File: src/rtl/pad_bus_pkg.sv
// Shared types and encodings for the pad-ring bus master: FSM states,
// pad output-enable levels and bus direction.
package pad_bus_pkg;

  typedef enum logic [2:0] {
    IDLE,
    TURN,
    STB_HI,
    STB_LO,
    DONE,
    ERR
  } state_t;

  localparam logic OEN_DRIVE = 1'b0;
  localparam logic OEN_TRI   = 1'b1;

  localparam logic READ  = 1'b0;
  localparam logic WRITE = 1'b1;

endpackage

File: src/rtl/pad_sync2.sv
// Generic two-flop synchronizer for asynchronous pad inputs; both flops
// clear to zero on synchronous reset.
module pad_sync2 #(
  parameter int W = 1
) (
  input  logic         clk,
  input  logic         reset,
  input  logic [W-1:0] d,
  output logic [W-1:0] q
);

  logic [W-1:0] meta_p0;

  always_ff @(posedge clk) begin
    if (reset) begin
      meta_p0 <= '0;
      q       <= '0;
    end else begin
      meta_p0 <= d;
      q       <= meta_p0;
    end
  end

endmodule

File: src/rtl/pad_bidir_bus_master.sv
// Core-side master for a half-duplex pad bus: turns single-word requests into
// a 4-phase strobe/ack handshake and owns pad direction, turnaround and timeout.
module pad_bidir_bus_master
  import pad_bus_pkg::*;
#(
  parameter int DW = 8,
  parameter int TA = 2,
  parameter int TO = 255
) (
  input  logic          clk,
  input  logic          reset,
  input  logic          req_valid,
  output logic          req_ready,
  input  logic          req_wr,
  input  logic [DW-1:0] req_wdata,
  output logic          rsp_valid,
  output logic [DW-1:0] rsp_rdata,
  output logic          rsp_err,
  output logic [DW-1:0] pad_i,
  output logic [DW-1:0] pad_oen,
  input  logic [DW-1:0] pad_c,
  output logic          stb_i,
  input  logic          ack_c
);

  localparam int TW = $clog2(TO + 1);

  state_t        state, state_d;
  logic          dir, wr_q, oen, stb, ack_s;
  logic [DW-1:0] wdata_q, wdata_next;
  logic [TW-1:0] timer;
  logic [3:0]    turn_cnt;
  logic          accept, wr_next, timeout, turn_done, enter_stb;

  pad_sync2 #(.W(1)) u_ack_sync (
    .clk   (clk),
    .reset (reset),
    .d     (ack_c),
    .q     (ack_s)
  );

  assign req_ready  = (state == IDLE);
  assign accept     = req_valid && req_ready;
  assign timeout    = (timer == TW'(TO - 1));
  assign turn_done  = (turn_cnt == 4'(TA - 1));
  // A same-direction request skips TURN, so its fields come straight from the port.
  assign wr_next    = (state == IDLE) ? req_wr : wr_q;
  assign wdata_next = (state == IDLE) ? req_wdata : wdata_q;
  assign enter_stb  = (state != STB_HI) && (state_d == STB_HI);
  assign pad_oen    = {DW{oen}};
  assign stb_i      = stb;

  always_comb begin
    state_d = state;
    unique case (state)
      IDLE:    if (accept) state_d = (req_wr != dir) ? TURN : STB_HI;
      TURN:    if (turn_done) state_d = STB_HI;
      STB_HI:  if (ack_s) state_d = STB_LO;
               else if (timeout) state_d = ERR;
      STB_LO:  if (!ack_s) state_d = DONE;
               else if (timeout) state_d = ERR;
      DONE:    state_d = IDLE;
      ERR:     state_d = IDLE;
      default: state_d = IDLE;
    endcase
  end

  always_ff @(posedge clk) begin
    if (accept) wdata_q <= req_wdata;
  end

  always_ff @(posedge clk) begin
    if (reset) begin
      state     <= IDLE;
      dir       <= READ;
      wr_q      <= READ;
      oen       <= OEN_TRI;
      pad_i     <= '0;
      stb       <= 1'b0;
      rsp_valid <= 1'b0;
      rsp_err   <= 1'b0;
      rsp_rdata <= '0;
      timer     <= '0;
      turn_cnt  <= '0;
    end else begin
      state     <= state_d;
      stb       <= (state_d == STB_HI);
      rsp_valid <= (state_d == DONE) || (state_d == ERR);
      rsp_err   <= (state_d == ERR);

      // Timers restart on every state change and saturate rather than wrap.
      if (state_d != state) timer <= '0;
      else if ((state == STB_HI || state == STB_LO) && timer != TW'(TO)) timer <= timer + 1'b1;
      if (state_d != state) turn_cnt <= '0;
      else if (state == TURN) turn_cnt <= turn_cnt + 1'b1;

      if (accept) wr_q <= req_wr;
      // Release a parked write bus as soon as a read is accepted.
      if (accept && req_wr == READ && dir == WRITE) oen <= OEN_TRI;
      if (enter_stb && wr_next == WRITE) begin
        pad_i <= wdata_next;
        oen   <= OEN_DRIVE;
      end
      if (state == TURN && state_d == STB_HI) dir <= wr_q;
      if (state == STB_HI && ack_s && wr_q == READ) rsp_rdata <= pad_c;
      if (state_d == ERR) begin
        oen <= OEN_TRI;
        dir <= READ;
      end
    end
  end

endmodule

File: config.mk
export PLATFORM = sky130hd
export DESIGN_NAME = pad_bidir_bus_master
export DESIGN_NICKNAME = d
export VERILOG_FILES = /design/src/rtl/pad_bus_pkg.sv /design/src/rtl/pad_sync2.sv /design/src/rtl/pad_bidir_bus_master.sv
export SDC_FILE = /design/constraint.sdc
export NUM_CORES = 1
export LEC_CHECK = 0
export ABC_AREA = 1
export CORE_MARGIN = 8
export CORE_UTILIZATION = 30
export CTS_BUF_LIST = sky130_fd_sc_hd__clkbuf_4
export CTS_CLUSTER_DIAMETER = 40
export CTS_CLUSTER_SIZE = 20
export DETAILED_ROUTE_END_ITERATION = 10
export GPL_ROUTABILITY_DRIVEN = 0
export HOLD_SLACK_MARGIN = 0.08
export PLACE_DENSITY = 0.6
export SYNTH_ARGS = -nofsm -noshare
export SYNTH_HDL_FRONTEND = slang
export SYNTH_HIERARCHICAL = 1
export SYNTH_SLANG_ARGS = --single-unit
export TNS_END_PERCENT = 5
File: constraint.sdc
create_clock -name clk -period 2.6 [get_ports clk]
set_input_delay 0.52 -clock clk [delete_from_list [all_inputs] [get_ports clk]]
set_output_delay 0.52 -clock clk [all_outputs]
set_load 0.05 [all_outputs]
==> flow_metrics.py <==
metrics = {
    "outcome": {
        "outcome": "complete, no violations",
    },
    "pwr": {
        "internal_power_mw": 1.13,
        "leakage_nw": 1.16,
        "power-per-cell-area_nw_per_um2": 584,
        "share_clk_of_total_power_pct": 27.1,
        "p_sw_share_pct": 32.4,
        "power.switching_mw": 0.544,
        "seq_power_share_pct": 48.2,
        "power.combinational.fraction_pct": 24.7,
        "ir_worst_vdd_mv": 0.235,
    },
    "sta": {
        "worst_slew_margin_rel_pct": 63.9,
        "period_minus_ws_final_ns": 2.46,
        "worst_hold_slack_ns": 0.416,
        "timing.final.setup_violations": 0,
        "fin_setup_tns_ns": 0,
        "final-max-slew-violation-count": 0,
        "postLayoutSetupSlackWorst_ns": 0.138,
        "report.final.hold_viol_count": 0,
        "period_share_pct": 94.7,
        "fmax_ghz": 0.406,
        "timing_worst_slew_pin_value_ns": 0.540,
        "fin_worst_skew_ns": 0.0243,
        "grt_setup_unrepaired": "false",
    },
    "synthesis": {
        "syn_nets": 298,
        "post_synth_num_cell_types": 30,
        "async_flop_share_pct": 0,
        "synth.yosys.seq_area_share_pct": 45.1,
        "post_synth.cell_area_avg_sq_um": 8.30,
        "yosysWarningCount": 6,
        "netlist_instances": 273,
        "synth.ff_latch_count": 47,
        "dominantRegCellSynth": "sky130_fd_sc_hd__dfxtp_1",
        "synthesized_area_sq_um": 2260,
        "synth-edff-count": 8,
    },
    "floorplan": {
        "ioPinCount": 49,
        "fp.dieW_um": 103,
        "core_area_sq_um": 7290,
        "dieArea_sq_um": 10600,
        "die_h_um": 103,
        "initial_core_util_pct": 31.1,
        "fp_rows": 31,
    },
    "clocking": {
        "numCtsBuffers": 5,
        "post_cts.resized_instances": 0,
        "cts_tree": "done",
        "worst_setup_hold_path_clk_slew_ns": 0.14,
        "cts_setup_buffers": 0,
        "root_buffer": "sky130_fd_sc_hd__clkbuf_4",
        "holdBufCountCts": 0,
        "clock-sinks": 47,
        "worst_skew_pair.late_latency_ns": 0.37,
        "htree_levels": 2,
        "ctsLongestPathBuffers": 2,
    },
    "final_layout": {
        "finalNetCount": 341,
        "utilization_pct": 39.4,
        "fillCellCount": 802,
        "synthToLayoutAreaGrowth_pct": 26.8,
        "layout-drive-gt1-share_pct": 12.6,
    },
    "global_routing": {
        "grt_max_degree": 17,
        "grt_antenna_before_repair": 1,
        "grt_pass1_wl_um": 7870,
        "via_count_of_the_first_global_routing_pass": 1654,
        "gr-total-overflow": 0,
        "grt_usage_pct": 9.54,
    },
    "drt": {
        "drt.antenna.violating_nets": 0,
        "remaining_drc_errors": 0,
        "drt-total-wl_um": 4720,
        "vias_per_cell": 4.16,
        "wire_per_inst_um": 11.3,
        "drt_pass1_iterations": 4,
        "overall_via_count_from_detail_route": 1734,
        "drtIter0Drc": 86,
    },
    "worst_setup_path": {
        "worst-endpoint-arrival_ns": 1.94,
        "reg2regPathDepth": 8,
        "worst-path-max-fanout": 4,
        "timing_worst_setup_path_type": "register to output pin",
        "required_ns": 2.08,
        "critical_path.startpoint_type": "register",
        "timing.critical_path.to_type": "output pin",
    },
    "worst_hold_path": {
        "min_path_cells": 2,
        "hold_path_class": "register to register",
    },
    "place": {
        "place_hpwl_um": 3520,
        "post-place-ws_ns": 0.434,
        "io_buf_count": 48,
    },
    "run": {
        "drv.max_cap_violation_count": 0,
    },
}
## power groups by stage
stage	combinational, mW	sequential, mW	clock (mW)
after floorplan	0.257	0.874	0
after detailed placement	0.417	0.825	0
after global routing	0.453	0.814	0.510
final	0.415	0.808	0.455
after CTS	0.419	0.808	0.476
after global placement	0.415	0.823	0
## synth_stat cells, types with 4 or more instances
cell / number / share of area (%)
sky130_fd_sc_hd__nor2_1: 17 / 2.8
sky130_fd_sc_hd__buf_4: 9 / 3.0
sky130_fd_sc_hd__inv_1: 47 / 7.8
sky130_fd_sc_hd__a21oi_1: 19 / 4.2
sky130_fd_sc_hd__ha_1: 4 / 2.2
sky130_fd_sc_hd__xor2_1: 8 / 3.1
sky130_fd_sc_hd__dfxtp_1: 39 / 34
sky130_fd_sc_hd__o21ai_0: 15 / 3.3
sky130_fd_sc_hd__edfxtp_1: 8 / 11
sky130_fd_sc_hd__nand2_2: 4 / 1.1
sky130_fd_sc_hd__mux2i_1: 9 / 4.0
sky130_fd_sc_hd__nand2_1: 49 / 8.1
sky130_fd_sc_hd__nand3_1: 5 / 1.1
sky130_fd_sc_hd__nor2_2: 13 / 3.6
## critical path, cell delays in order, from the launching register on
cell                              delay (ns)
sky130_fd_sc_hd__dfxtp_1                0.39
sky130_fd_sc_hd__inv_2                  0.08
sky130_fd_sc_hd__nand2_1                0.06
sky130_fd_sc_hd__nor2_2                 0.19
sky130_fd_sc_hd__clkdlybuf4s50_1        0.86
## cell usage in the layout (no fill, tap or decap)
master / synthesis / final
sky130_fd_sc_hd__buf_4: 9 / 1
sky130_fd_sc_hd__bufinv_16: 0 / 1
sky130_fd_sc_hd__nor2_2: 13 / 13
sky130_fd_sc_hd__edfxtp_1: 8 / 8
sky130_fd_sc_hd__o21bai_1: 1 / 1
sky130_fd_sc_hd__inv_1: 47 / 47
sky130_fd_sc_hd__nand4_1: 3 / 3
sky130_fd_sc_hd__ha_1: 4 / 4
sky130_fd_sc_hd__nand2_1: 49 / 49
sky130_fd_sc_hd__xnor2_1: 2 / 2
sky130_fd_sc_hd__diode_2: 0 / 1
sky130_fd_sc_hd__a21oi_2: 1 / 1
sky130_fd_sc_hd__o21ai_0: 15 / 15
sky130_fd_sc_hd__a21oi_1: 19 / 19
sky130_fd_sc_hd__nor2_4: 3 / 3
sky130_fd_sc_hd__clkinvlp_4: 0 / 1
sky130_fd_sc_hd__nor3_1: 3 / 3
sky130_fd_sc_hd__dfxtp_1: 39 / 39
sky130_fd_sc_hd__a21oi_4: 1 / 1
sky130_fd_sc_hd__clkbuf_4: 0 / 5
sky130_fd_sc_hd__nor2_8: 1 / 1
sky130_fd_sc_hd__mux2i_1: 9 / 9
sky130_fd_sc_hd__nand2_4: 2 / 2
sky130_fd_sc_hd__xor2_1: 8 / 8
sky130_fd_sc_hd__nor2_1: 17 / 17
sky130_fd_sc_hd__inv_2: 3 / 3
sky130_fd_sc_hd__inv_6: 0 / 1
sky130_fd_sc_hd__clkdlybuf4s50_1: 0 / 48
sky130_fd_sc_hd__nand3_4: 2 / 2
sky130_fd_sc_hd__nand3_2: 1 / 1
sky130_fd_sc_hd__nand3_1: 5 / 5
sky130_fd_sc_hd__nand2_2: 4 / 4
## path summary, 6_finish.rpt
check | startpoint | to | slack, ns
worst max register to register | state[0] | timer[7] | 0.86
worst max-delay path | state[2] | req_ready | 0.14
worst min register to register | u_ack_sync/meta_p0 | u_ack_sync/q | 0.42
worst min-delay path | u_ack_sync/meta_p0 | u_ack_sync/q | 0.42
## cell type report
class / count / area [sq um] / area share [%]
Clock inverter: 3 / 46.3 / 1.61
Sequential cell: 47 / 1020 / 35.6
Clock buffer: 5 / 37.5 / 1.31
Inverter: 50 / 188 / 6.54
Antenna cell: 1 / 2.50 / 0.0871
Tap cell: 99 / 124 / 4.31
Timing Repair Buffer: 49 / 488 / 17.0
Multi-Input combinational cell: 163 / 965 / 33.6
## flip-flops by register name (all words and copies together), names as in the netlist, 3 cells and up
| name | cells |
|---|---|
| rsp_rdata | 8 |
| timer | 8 |
| state | 3 |
| wdata_q | 8 |
| turn_cnt | 4 |
| pad_i | 8 |
## layer usage
layer / share of wire, % / vias to the layer above / GRT usage (%)
met5: 0 / - / 0
met4: 1.9 / 0 / 4.67
met3: 6.9 / 7 / 2.50
met2: 44 / 44 / 14.8
met1: 48 / 759 / 12.0
li1: - / 924 / -
## through the flow
stage          total power, mW  area (sq um)  instances
3_3_place_gp              1.24          2790        408
2_1_floorplan             1.13          2260        273
6_report                  1.68          2870        417
3_5_place_dp              1.24          2790        408
4_1_cts                   1.70          2870        416
5_1_grt                   1.78          2870        417
## logic make-up after synthesis
family                     after synthesis  share of synthesized area (%)
DFF                                     47                           45.1
AOI/OAI and AO/OA                       37                           8.95
xor gates and xnor gates                10                           3.87
muxes                                    9                           3.98
buffers and inverters                   63                           12.3
and+or+nand+nor                        103                           23.6
adders and majority gates                4                           2.21
Note: power is estimated with default switching activity, not from simulation.
